--- src/rtl/iq_modulator_multichannel_if.sv ---
// Baseband input, LO and DAC output bundle for iq_modulator_multichannel.
// The master side drives baseband words and LO samples; the slave side is the modulator.
interface iq_modulator_multichannel_if #(
    parameter int NCHAN = 2,
    parameter int DWI   = 18,
    parameter int DWLO  = 18,
    parameter int DWO   = 16
);
    logic [NCHAN*DWI-1:0]   iq_in;
    logic                   iq_valid;
    logic                   iq_sel;
    logic signed [DWLO-1:0] cos;
    logic signed [DWLO-1:0] sin;
    logic [NCHAN*DWO-1:0]   dac;
    logic                   pair_commit;
    logic                   seq_err;

    modport master (
        output iq_in, iq_valid, iq_sel, cos, sin,
        input  dac, pair_commit, seq_err
    );

    modport slave (
        input  iq_in, iq_valid, iq_sel, cos, sin,
        output dac, pair_commit, seq_err
    );
endinterface

--- src/rtl/iq_modulator_multichannel.sv ---
// Multichannel IQ upconverter: dac = sat(round((I*cos - Q*sin) >>> SH)), three-stage pipeline.
// Optional sticky per-channel saturation flags are built when IQ_MOD_SAT_FLAG_EN is defined.
module iq_modulator_multichannel #(
    parameter int NCHAN = 2,
    parameter int DWI   = 18,
    parameter int DWLO  = 18,
    parameter int DWO   = 16
) (
    input  logic                       clk,
    input  logic                       rst_n,
`ifdef IQ_MOD_SAT_FLAG_EN
    input  logic                       sat_clr,
    output logic [NCHAN-1:0]           sat_flag,
`endif
    iq_modulator_multichannel_if.slave bus
);
    localparam int PW = DWI + DWLO;
    localparam int AW = PW + 1;
    localparam int SH = DWLO - 1 + DWI - DWO;
    localparam int RW = AW - SH;
    localparam logic signed [AW-1:0] HALF = AW'(1) << (SH - 1);
    localparam logic signed [RW-1:0] MAXV = RW'(2 ** (DWO - 1) - 1);
    localparam logic signed [RW-1:0] MINV = RW'(-(2 ** (DWO - 1)));

    typedef enum logic {S_IDLE, S_I_PEND} state_t;

    state_t                 r_state;
    state_t                 w_state_next;
    logic                   w_i_word;
    logic                   w_q_word;
    logic                   w_commit;
    logic                   w_seq_err;
    logic                   r_pair_commit;
    logic                   r_seq_err;
    logic signed [DWLO-1:0] r_cos;
    logic signed [DWLO-1:0] r_sin;
`ifdef IQ_MOD_SAT_FLAG_EN
    logic [NCHAN-1:0]       w_clip;
    logic [NCHAN-1:0]       r_sat_flag;
`endif

    assign w_i_word = bus.iq_valid & bus.iq_sel;
    assign w_q_word = bus.iq_valid & ~bus.iq_sel;

    always_comb begin
        w_state_next = r_state;
        w_commit     = 1'b0;
        w_seq_err    = 1'b0;
        case (r_state)
            S_IDLE: begin
                if (w_i_word) begin
                    w_state_next = S_I_PEND;
                end else if (w_q_word) begin
                    w_seq_err = 1'b1;
                end
            end
            S_I_PEND: begin
                if (w_i_word) begin
                    w_seq_err = 1'b1;
                end else if (w_q_word) begin
                    w_commit     = 1'b1;
                    w_state_next = S_IDLE;
                end
            end
            default: w_state_next = S_IDLE;
        endcase
    end

    // LO is registered once so it lines up with the active pair at the product stage.
    always_ff @(posedge clk or negedge rst_n) begin
        if (!rst_n) begin
            r_state       <= S_IDLE;
            r_pair_commit <= 1'b0;
            r_seq_err     <= 1'b0;
            r_cos         <= '0;
            r_sin         <= '0;
        end else begin
            r_state       <= w_state_next;
            r_pair_commit <= w_commit;
            r_seq_err     <= w_seq_err;
            r_cos         <= bus.cos;
            r_sin         <= bus.sin;
        end
    end

    assign bus.pair_commit = r_pair_commit;
    assign bus.seq_err     = r_seq_err;

    for (genvar gi = 0; gi < NCHAN; gi++) begin : g_chan
        logic signed [DWI-1:0] w_word;
        logic signed [DWI-1:0] r_i_hold;
        logic signed [DWI-1:0] r_i_act;
        logic signed [DWI-1:0] r_q_act;
        logic signed [PW-1:0]  r_p_ic;
        logic signed [PW-1:0]  r_p_qs;
        logic signed [AW-1:0]  w_acc;
        logic signed [AW-1:0]  w_sum;
        logic signed [RW-1:0]  r_round;
        logic signed [DWO-1:0] r_dac;
        logic                  w_hi;
        logic                  w_lo;

        assign w_word = bus.iq_in[gi*DWI +: DWI];
        assign w_acc  = AW'(r_p_ic) - AW'(r_p_qs);
        assign w_sum  = w_acc + HALF;
        assign w_hi   = r_round > MAXV;
        assign w_lo   = r_round < MINV;

        // I and Q of the active pair are swapped in on the same edge, so no mixed pair exists.
        always_ff @(posedge clk or negedge rst_n) begin
            if (!rst_n) begin
                r_i_hold <= '0;
                r_i_act  <= '0;
                r_q_act  <= '0;
                r_p_ic   <= '0;
                r_p_qs   <= '0;
                r_round  <= '0;
                r_dac    <= '0;
            end else begin
                if (w_i_word) begin
                    r_i_hold <= w_word;
                end
                if (w_commit) begin
                    r_i_act <= r_i_hold;
                    r_q_act <= w_word;
                end
                r_p_ic  <= PW'(r_i_act) * PW'(r_cos);
                r_p_qs  <= PW'(r_q_act) * PW'(r_sin);
                r_round <= w_sum[AW-1:SH];
                r_dac   <= w_hi ? MAXV[DWO-1:0] : (w_lo ? MINV[DWO-1:0] : r_round[DWO-1:0]);
            end
        end

        assign bus.dac[gi*DWO +: DWO] = r_dac;
`ifdef IQ_MOD_SAT_FLAG_EN
        assign w_clip[gi] = w_hi | w_lo;
`endif
    end

`ifdef IQ_MOD_SAT_FLAG_EN
    // A clip in the same cycle as a clear keeps its flag set.
    always_ff @(posedge clk or negedge rst_n) begin
        if (!rst_n) begin
            r_sat_flag <= '0;
        end else if (sat_clr) begin
            r_sat_flag <= w_clip;
        end else begin
            r_sat_flag <= r_sat_flag | w_clip;
        end
    end

    assign sat_flag = r_sat_flag;
`endif

endmodule

--- src/flat_wrapper.sv ---
// flat-port wrapper written by rule: the top's interface ports become plain ports
module iq_modulator_multichannel_flat 
#(
    parameter int NCHAN = 2,
    parameter int DWI   = 18,
    parameter int DWLO  = 18,
    parameter int DWO   = 16
)
  (clk, rst_n, bus_iq_in, bus_iq_valid, bus_iq_sel, bus_cos, bus_sin, bus_dac, bus_pair_commit, bus_seq_err);
  iq_modulator_multichannel_if #(.NCHAN(NCHAN), .DWI(DWI), .DWLO(DWLO), .DWO(DWO)) bus_i ();
  input  logic clk;
  input  logic rst_n;
  input wire logic [$bits(bus_i.iq_in)-1:0] bus_iq_in;
  input wire logic [$bits(bus_i.iq_valid)-1:0] bus_iq_valid;
  input wire logic [$bits(bus_i.iq_sel)-1:0] bus_iq_sel;
  input wire logic [$bits(bus_i.cos)-1:0] bus_cos;
  input wire logic [$bits(bus_i.sin)-1:0] bus_sin;
  output wire logic [$bits(bus_i.dac)-1:0] bus_dac;
  output wire logic [$bits(bus_i.pair_commit)-1:0] bus_pair_commit;
  output wire logic [$bits(bus_i.seq_err)-1:0] bus_seq_err;
  assign bus_i.iq_in = bus_iq_in;
  assign bus_i.iq_valid = bus_iq_valid;
  assign bus_i.iq_sel = bus_iq_sel;
  assign bus_i.cos = bus_cos;
  assign bus_i.sin = bus_sin;
  assign bus_dac = bus_i.dac;
  assign bus_pair_commit = bus_i.pair_commit;
  assign bus_seq_err = bus_i.seq_err;
  iq_modulator_multichannel #(.NCHAN(NCHAN), .DWI(DWI), .DWLO(DWLO), .DWO(DWO)) u_core (.clk(clk), .rst_n(rst_n), .bus(bus_i));
endmodule
--- config.mk ---
export PLATFORM = sky130hd
export DESIGN_NAME = iq_modulator_multichannel_flat
export DESIGN_NICKNAME = d
export VERILOG_FILES = /design/src/rtl/iq_modulator_multichannel_if.sv /design/src/rtl/iq_modulator_multichannel.sv /design/src/flat_wrapper.sv
export SDC_FILE = /design/constraint.sdc
export NUM_CORES = 2
export LEC_CHECK = 0
export ABC_AREA = 1
export CORE_UTILIZATION = 50
export CTS_CLUSTER_DIAMETER = 200
export DETAILED_ROUTE_END_ITERATION = 10
export MAX_ROUTING_LAYER = met4
export PLACE_DENSITY = 0.65
export RECOVER_POWER = 100
export SYNTH_ARGS = -nofsm -noshare
export SYNTH_HDL_FRONTEND = slang
export SYNTH_SLANG_ARGS = --single-unit
export TNS_END_PERCENT = 1
--- constraint.sdc ---
create_clock -name clk -period 17.8 [get_ports clk]
set_input_delay 2.67 -clock clk [delete_from_list [all_inputs] [get_ports clk]]
set_output_delay 2.67 -clock clk [all_outputs]
set_load 0.05 [all_outputs]
==> flow_summary.toml <==
[die]
num_rows = 134
coreArea_um2 = 134000
die_h_um = 371
die-width_um = 371
start_util_pct = 50.7
dieArea_um2 = 137000
num_io_pins = 110

[drt]
vias = 51692
drtIter0Drc = 3467
first_pass_iters = 6
wire_per_inst_um = 17.7
drt_wl_total_um = 182000
drc = 0
vias_per_cell = 5.01
ant_nets = 0

[clock_network]
htreeDepth = 2
cts_resized = 0
clockBufferDepth = 3
clk_pin_slew_ns = 0.06
numCtsBuffers = 48
post_cts_buffers = 0
clock-root-buffer = "clkbuf_16"
hold_buffers = 0
clk_latency_ns = 0.67
cts_tree = "done"
clock-sinks = 359

[sta]
fin_worst_skew_ns = 0.0501
max_freq_mhz = 104
rsz0062_at_grt = "no"
setup_tns_ns = 0
hold_viol_final = 0
worst_pin_slew_ns = 4.87
period_needed_ns = 9.58
setup_viol = 0
max-slew-margin-rel_pct = -225
min_period_over_period_pct = 53.8
maxSlewViolCount = 511

[setup_path]
critPathKind = "input port to async pin"
worstSetupEndpointType = "async pin"
crit_start = "rst_n"
arrival_ns = 9.54
cp_data_required_time_ns = 17.76
cp_max_fo = 164
r2r_start = "u_core.r_cos[0]$_DFF_PN0_"
cp-start-kind = "input port"

[synthesis]
yosysUniqueCellTypes = 43
synth_area_leaders = "fa_1 39%, inv_1 14%, dfrtp_1 13%, nand2_1 12%, ha_1 9.4%"
synth_top_area_cell = "fa_1"
synth_edf_count = 0
async_flop_share_pct = 100
yosysWarnings = 0
synth_top_area_share_pct = 38.8
avgSynthCellArea_um2 = 7.90
syn-instance-count = 8599
ys_seq_area_share_pct = 13.2
synthesis.area_um2 = 68000
synthFlopType = "dfrtp_1"
synth-seq-cells = 359
synth_fp_nets = 10501

[global_routing]
grt_pass1_wl_um = 299000
grt_max_degree = 165
grt_usage_pct = 28.7
grt_pass1_vias = 55368
antenna_found_initial = 1
grt-ovfl-total = 0

[min_path]
min_path_type = "flop to flop"
hp-start = "u_core.g_chan[0].r_round[17]$_DFF_PN0_"

[layout]
final_common_cell = "inv_1"
fin_area_um2 = 72100
layout.nets = 10417
ff_latch_area_um2 = 8980
synthToLayoutAreaGrowth_pct = 6.16
drive_gt1_share_pct = 2.43
multiInputGateArea_um2 = 48000
fillers = 12885
final_cell_mix = "2,578 x inv_1, 2,213 x nand2_1, 1,316 x fa_1"

[run]
cap_violations = 9

[placed_design]
gp_congestion = 0.956
port_buffers = 109
post_dp_cell_area_um2 = 70600
detailed_place_hpwl_um = 149000

[run_status]
violations = "capacitance limit, slew limit"
run_status = "finished with violations"
cell usage after synthesis, types with 9 or more instances:
master	number
fa_1	1316
a21oi_1	240
nand4_1	45
buf_1	40
nand3_1	165
nor3_2	9
nor3_1	35
nor2_1	326
a31oi_1	10
a21o_1	16
nand2_2	18
nand2_1	2204
nor2_2	19
dfrtp_1	359
xor2_1	83
o21ai_1	11
ha_1	510
xnor2_1	28
o21ai_0	184
nand3b_1	10
inv_1	2578
o21bai_1	35
clkbuf_1	267
or2_2	25
through the flow:
step / hold WS [ns] / utilization (%) / std cells / worst slack, ns
finish: 0.385 / 53.8 / 10322 / 8.22
CTS: 0.386 / 53.9 / 10320 / 11.33
detailed placement: 0.372 / 52.7 / 10233 / 11.36
global route: 0.409 / 53.8 / 10321 / 6.68
global placement: 0.370 / 52.7 / 10233 / 11.43
floorplan: 0.429 / - / 8599 / 12.13
layer usage:
layer / part of all wire [%] / track usage, % / wire (um) / vias to the layer above
met4: 2.9 / 7.75 / 5350 / 0
met5: 0 / - / 0 / -
li1: - / - / - / 24260
met2: 49 / 47.8 / 89200 / 1388
met3: 5.3 / 2.87 / 9600 / 269
met1: 43 / 37.4 / 78300 / 25775
worst paths after layout:
| check | endpoint | slack [ns] | cells after the start |
|---|---|---|---|
| max | u_core.g_chan[0].r_p_ic[10]$_DFF_PN0_ | 8.22 | 3 |
| min | u_core.g_chan[0].r_dac[15]$_DFF_PN0_ | 0.38 | 0 |
| max reg2reg | u_core.g_chan[0].r_p_ic[31]$_DFF_PN0_ | 10.08 | 24 |
| min reg2reg | u_core.g_chan[0].r_dac[15]$_DFF_PN0_ | 0.38 | 0 |
| max in group clk | u_core.g_chan[0].r_p_ic[31]$_DFF_PN0_ | 10.08 | 24 |
| min in group asynchronous | u_core.g_chan[1].r_dac[15]$_DFF_PN0_ | 3.73 | 1 |
logic make-up (layout without fill, tap and decap cells):
| kind of cell | count (synthesis) | after routing | synth area share, % |
|---|---|---|---|
| simple gates | 2881 | 2881 | 17.0 |
| buf+inv | 2898 | 2851 | 16.0 |
| fa+ha+maj | 1826 | 1826 | 48.2 |
| compound gates | 524 | 524 | 4.20 |
| other cells | 0 | 2 | 0 |
| flops | 359 | 359 | 13.2 |
| xor+xnor | 111 | 111 | 1.43 |
sequential cells by signal (all words and copies together) (netlist names), named ones only:
register	count
u_core.g_chan.r_p_ic	72
u_core.g_chan.r_p_qs	72
u_core.g_chan.r_i_act	36
u_core.g_chan.r_i_hold	36
u_core.g_chan.r_q_act	36
u_core.g_chan.r_round	36
u_core.g_chan.r_dac	32
u_core.r_cos	18
u_core.r_sin	18
u_core.bus.pair_commit	1
u_core.bus.seq_err	1
area by class of cell:
class | instances | area share (%)
multi-input cells | 5342 | 66.5
diodes | 2 | 0.00694
clock inverters | 23 | 0.427
inverters | 2584 | 13.4
well taps | 1768 | 3.07
repair buffers | 180 | 2.22
flip-flops and latches | 359 | 12.5
clock buffers | 64 | 1.89
worst max-delay path, stage by stage:
cell,delay (ns)
clkbuf_1,3.26
buf_12,0.55
clkbuf_1,2.58
Power is left out: the tool's default activity adds up to more than one toggle a clock period on the data nets, which glitch-free logic cannot reach.
